File: config.mk
export PLATFORM = sky130hd
export DESIGN_NAME = hash_io_ctrl
export DESIGN_NICKNAME = d
export VERILOG_FILES = /design/src/rtl/hash_io_ctrl.sv
export SDC_FILE = /design/constraint.sdc
export NUM_CORES = 2
export LEC_CHECK = 0
export ABC_CLOCK_PERIOD_IN_PS = 42000
export BUFFER_PORTS_ARGS = -buffer_cell sky130_fd_sc_hd__buf_2
export CORE_ASPECT_RATIO = 0.8
export CORE_MARGIN = 2
export CORE_UTILIZATION = 28
export DETAILED_ROUTE_END_ITERATION = 10
export HOLD_SLACK_MARGIN = 0.15
export REMOVE_ABC_BUFFERS = 1
export SYNTH_ARGS = -nofsm -noshare
export SYNTH_HDL_FRONTEND = slang
export SYNTH_SLANG_ARGS = --single-unit
File: constraint.sdc
create_clock -name clk -period 42 [get_ports clk]
set_input_delay 6.3 -clock clk [delete_from_list [all_inputs] [get_ports clk]]
set_output_delay 6.3 -clock clk [all_outputs]
set_load 0.03 [all_outputs]
File: src/rtl/hash_io_ctrl.sv
// Host-side word I/O controller for a wide hash core: packs IO_W words into BLK_W blocks
// and serialises the DIG_W digest back out. Optional cycle counter: HASH_IO_CYCLE_CNT_EN.
module hash_io_ctrl #(
  parameter int IO_W  = 16,
  parameter int BLK_W = 512,
  parameter int DIG_W = 256
) (
  input  logic             clk,
  input  logic             rst,
  input  logic             init_i,
  input  logic             load_i,
  input  logic             fetch_i,
  input  logic [IO_W-1:0]  idata_i,
  output logic             ack_o,
  output logic [IO_W-1:0]  odata_o,
  output logic             err_o,
  output logic             core_init_o,
  output logic             core_start_o,
  output logic [BLK_W-1:0] core_blk_o,
  input  logic             core_done_i,
  input  logic [DIG_W-1:0] core_dig_i
`ifdef HASH_IO_CYCLE_CNT_EN
  ,
  output logic [31:0]      cycle_cnt_o
`endif
);

  localparam int NB  = BLK_W / IO_W;
  localparam int ND  = DIG_W / IO_W;
  localparam int WCW = (NB > 1) ? $clog2(NB) : 1;
  localparam int FCW = (ND > 1) ? $clog2(ND) : 1;

  typedef enum logic [1:0] {S_IDLE, S_LOAD, S_HASH, S_OUT} state_t;

  state_t           state_q, state_d;
  logic [WCW-1:0]   wcnt_q, wcnt_d;
  logic [FCW-1:0]   fcnt_q, fcnt_d;
  logic [BLK_W-1:0] buf_q, buf_d;
  logic [BLK_W-1:0] blk_q, blk_d;
  logic [DIG_W-1:0] dig_q, dig_d;
  logic [IO_W-1:0]  odata_q, odata_d;
  logic             ack_q, ack_d;
  logic             err_q, err_d;
  logic             cinit_q, cinit_d;
  logic             cstart_q, cstart_d;
  logic             hashed_q, hashed_d;

  logic [BLK_W-1:0] shifted;
  logic             emit;

  assign shifted = (buf_q << IO_W) | BLK_W'(idata_i);

  always_comb begin
    state_d  = state_q;
    wcnt_d   = wcnt_q;
    fcnt_d   = fcnt_q;
    buf_d    = buf_q;
    blk_d    = blk_q;
    dig_d    = dig_q;
    odata_d  = odata_q;
    err_d    = err_q;
    hashed_d = hashed_q;
    ack_d    = 1'b0;
    cinit_d  = 1'b0;
    cstart_d = 1'b0;
    emit     = 1'b0;

    if (init_i) begin
      state_d  = S_LOAD;
      wcnt_d   = '0;
      fcnt_d   = '0;
      buf_d    = '0;
      dig_d    = '0;
      err_d    = 1'b0;
      hashed_d = 1'b0;
      cinit_d  = 1'b1;
      ack_d    = 1'b1;
    end else if (load_i && fetch_i) begin
      err_d = 1'b1;
    end else begin
      case (state_q)
        S_IDLE: begin
          if (load_i || fetch_i) err_d = 1'b1;
        end
        S_LOAD: begin
          if (load_i) begin
            buf_d = shifted;
            ack_d = 1'b1;
            if (wcnt_q == WCW'(NB - 1)) begin
              wcnt_d   = '0;
              blk_d    = shifted;
              cstart_d = 1'b1;
              state_d  = S_HASH;
            end else begin
              wcnt_d = wcnt_q + WCW'(1);
            end
          end else if (fetch_i) begin
            if (wcnt_q != '0 || !hashed_q) begin
              err_d = 1'b1;
            end else begin
              emit = 1'b1;
              if (ND == 1) begin
                state_d = S_IDLE;
              end else begin
                state_d = S_OUT;
                fcnt_d  = FCW'(1);
              end
            end
          end
        end
        // load/fetch here are simply not acknowledged; the host keeps them asserted
        S_HASH: begin
          if (core_done_i) begin
            dig_d    = core_dig_i;
            hashed_d = 1'b1;
            state_d  = S_LOAD;
          end
        end
        S_OUT: begin
          if (load_i) begin
            err_d = 1'b1;
          end else if (fetch_i) begin
            emit = 1'b1;
            if (fcnt_q == FCW'(ND - 1)) begin
              state_d = S_IDLE;
              fcnt_d  = '0;
            end else begin
              fcnt_d = fcnt_q + FCW'(1);
            end
          end
        end
        default: state_d = S_IDLE;
      endcase
    end

    if (emit) begin
      odata_d = dig_q[DIG_W-1 -: IO_W];
      dig_d   = dig_q << IO_W;
      ack_d   = 1'b1;
    end
  end

  always_ff @(posedge clk or posedge rst) begin
    if (rst) begin
      state_q  <= S_IDLE;
      wcnt_q   <= '0;
      fcnt_q   <= '0;
      buf_q    <= '0;
      blk_q    <= '0;
      dig_q    <= '0;
      odata_q  <= '0;
      ack_q    <= 1'b0;
      err_q    <= 1'b0;
      cinit_q  <= 1'b0;
      cstart_q <= 1'b0;
      hashed_q <= 1'b0;
    end else begin
      state_q  <= state_d;
      wcnt_q   <= wcnt_d;
      fcnt_q   <= fcnt_d;
      buf_q    <= buf_d;
      blk_q    <= blk_d;
      dig_q    <= dig_d;
      odata_q  <= odata_d;
      ack_q    <= ack_d;
      err_q    <= err_d;
      cinit_q  <= cinit_d;
      cstart_q <= cstart_d;
      hashed_q <= hashed_d;
    end
  end

  assign ack_o        = ack_q;
  assign odata_o      = odata_q;
  assign err_o        = err_q;
  assign core_init_o  = cinit_q;
  assign core_start_o = cstart_q;
  assign core_blk_o   = blk_q;

`ifdef HASH_IO_CYCLE_CNT_EN
  // Start/stop are taken from the registered ack so both ends shift by the same cycle.
  logic [31:0] ccnt_q, ccnt_d;
  logic        crun_q, crun_d;

  always_comb begin
    ccnt_d = ccnt_q;
    crun_d = crun_q;
    if (init_i) begin
      ccnt_d = '0;
      crun_d = 1'b0;
    end else begin
      if (crun_q && ccnt_q != 32'hFFFF_FFFF) ccnt_d = ccnt_q + 32'd1;
      if (ack_q && state_q == S_IDLE)
        crun_d = 1'b0;
      else if (ack_q && !cinit_q && (state_q == S_LOAD || state_q == S_HASH))
        crun_d = 1'b1;
    end
  end

  always_ff @(posedge clk or posedge rst) begin
    if (rst) begin
      ccnt_q <= '0;
      crun_q <= 1'b0;
    end else begin
      ccnt_q <= ccnt_d;
      crun_q <= crun_d;
    end
  end

  assign cycle_cnt_o = ccnt_q;
`endif

endmodule

==> key figures <==
Worst hold path
  • Min-delay src: core_blk_o[379]$_DFFE_PP0P_
  • Hold WC Path Type: reg2reg

Clock network
  • Post-CTS Hold Buffers: 0
  • Clk root buf: clkbuf_16
  • Clk buf depth: 3
  • Post-CTS sizing: 0
  • Clk_lat worst skew: around 0.76 ns
  • Clk sink count: roughly 1300
  • Postcts setup bufs: 0
  • Inserted Clock Buffers: between 100 and 150
  • H-Tree Depth: 4
  • CTS tree: built
  • Clock-pin transition on the worst setup and hold timing paths: 0.06 ns

Die
  • Core region area: around 180000 µm²
  • Initial core utilization: 0.281
  • Die extent in y: around 380 µm
  • Site Rows: 139
  • Die Span X: between 400 and 500 µm
  • IO Pins: 810
  • Die area: ~180000 µm²

Power
  • P per Cell Area: roughly 45 nW/µm²
  • Total Power: approximately 0.0027 W
  • Lkg Pwr: 30.5 nW
  • VDD IR max: ~0.000045 V

Global route
  • Pin count of the biggest net entering global routing: 270
  • Vias in the first global route: approximately 33000
  • First-pass GRT wire length: 210000 µm
  • Gr usage total: 0.146
  • Remaining Overflow, GRT: 0
  • Antenna violations before repair: 13

Worst setup path
  • Critical path required time: 42.78 ns
  • CP max FO: 165
  • Worst flop-to-flop path startpoint: state_q[1]$_DFFE_PP0P_
  • Startpoint types: primary input
  • Worst path arrival time: ~11 ns
  • Crit path kind: in2async
  • Crit. End Element: async pin
  • CP startpoint: rst

Timing
  • Period utilization: 0.242
  • Achievable frequency: 98.2 MHz
  • Slew headroom: 0.213
  • # setup viols final: 0
  • Worst-Margin Slew: 1.18 ns
  • Clk_skew: 0.0410 ns
  • Setup TNS: 0 ns
  • Fin crit period: 10.18 ns
  • Unrepaired setup endpoints after global routing: no
  • Final Slew Violations: 0
  • Hold Violations, Final: 0

Drt
  • WL/cell: slightly below 20 µm
  • Vias per cell: between 4 and 5
  • Drt first pass iters: 5
  • DRC viols: 0
  • DR vias: between 30000 and 40000
  • 1st-iter DRT viols: around 2600
  • Antenna Nets Post-Route: 0
  • Final WL: ~140000 µm

Synth
  • Sequential share of the synthesized area: 0.645
  • Post-synthesis async set-or-reset flop share: 1.00
  • Synth cell types: 46
  • Mapped cell area: around 50000 µm²
  • Synthesized flop and latch total: 1296
  • Post-synth EDFFs: 0
  • Synth top area share: 0.645
  • Top FF cell, synth: dfrtp_1
  • Mean post-synth cell area: roughly 13 µm²
  • Cell count after synthesis: about 3700
  • Synth area leaders: dfrtp_1, mux2_2, a22o_1
  • YS warnings: 0
  • Yosys top cell by area: dfrtp_1

Placed design
  • Buffers on Ports: between 800 and 900
  • Placed cell count: 6674
  • Post-DP HPWL: 89800 µm
  • Placer congestion estimate: 0.842

Finish
  • Layout cells sized above 1: 0.357
  • Nets: ~4700
  • Fill count: between 15000 and 20000
  • Storage cell area: approximately 32000 µm²
  • Synth-to-Final Area Change: 21.8%
  • Commonest non-fill, non-tap cell in the layout: dfrtp_1
  • Most frequent cells in the layout: dfrtp_1, buf_2, mux2_2
  • Fin cells: slightly below 7000
  • Multi-input logic area: ~15000 µm²
  • Final Util: 0.342

Outcome
  • Status: finished clean

Job
  • Max Cap Viol: 0
[layout make-up]
class / instances / share of cell area
inverters: 269 / 0.0167
multi-input cells: 1863 / 0.252
repair buffers: 849 / 0.0728
clock buffers: 205 / 0.0670
flip-flops and latches: 1296 / 0.529
diodes: 15 / 0.000613
clock inverters: 43 / 0.0130
well taps: 2397 / 0.0489
[cells in the mapped netlist, types with 2 or more instances]
library cell	count
nor2_2	2
nor2_1	7
clkbuf_1	88
buf_1	16
o31ai_1	2
a21oi_1	8
buf_6	12
nand4_1	2
a31oi_2	2
ha_1	8
and4bb_2	2
inv_1	268
o221ai_1	240
buf_4	8
nor2b_1	3
a22o_1	498
nand2_1	265
dfrtp_1	1296
mux2_1	2
mux2_2	529
o21ai_0	6
a31oi_1	3
nand3_1	244
buf_2	184
mux2i_1	20
[state kept, by name, indices dropped and copies added, names as in the netlist, 2 cells and up]
register    cells
fcnt_q          4
odata_o        16
state_q         2
wcnt_q          5
dig_q         256
core_blk_o    512
buf_q         496
[final timing paths]
path | endpoint | slack (ns) | cells after the start
max in group clk | buf_q[185]$_DFFE_PP0P_ | 31.97 | 9
min reg2reg | core_blk_o[379]$_DFFE_PP0P_ | 0.49 | 1
min | core_blk_o[379]$_DFFE_PP0P_ | 0.49 | 1
max | core_blk_o[398]$_DFFE_PP0P_ | 31.82 | 7
min in group asynchronous | core_blk_o[6]$_DFFE_PP0P_ | 5.65 | 2
max reg2reg | buf_q[185]$_DFFE_PP0P_ | 36.86 | 10
[through the flow]
step                instance area, µm²  hold slack, ns  setup WS [ns]
floorplan                        48800           0.461         -0.828
global placement                 56300           0.467          30.88
detailed placement               56300           0.479          30.84
CTS                              61200           0.492          31.68
global route                     61300           0.504          31.15
finish                           61300           0.489          31.82
[per-layer routing]
layer / global-route usage / share of wire
met1: 0.186 / 0.42
met2: 0.231 / 0.48
met3: 0.0366 / 0.054
met4: 0.0714 / 0.045
met5: 0 / 0
[cell families after synthesis]
| family | after synthesis | share of synthesized area |
|---|---|---|
| AOI/OAI and AO/OA | 768 | 0.133 |
| xor gates and xnor gates | 1 | 0.000174 |
| adders and majority gates | 8 | 0.00199 |
| buffers and inverters | 577 | 0.0500 |
| DFF | 1296 | 0.645 |
| muxes | 551 | 0.123 |
| and+or+nand+nor | 535 | 0.0475 |
[report_power, final]
part / internal [W] / total (W) / switching [W]
clock: 0.000756 / 0.00129 / 0.000532
sequential: 0.00126 / 0.00127 / 0.00000986
combinational: 0.0000401 / 0.000186 / 0.000146
[critical path: stages]
cell and delay [ns]:
buf_2 0.13, inv_8 0.49, buf_12 0.58, buf_4 0.73, buf_12 0.70, buf_4 0.79
buf_4 0.76
No activity file was read; power rests on OpenSTA's default activity.
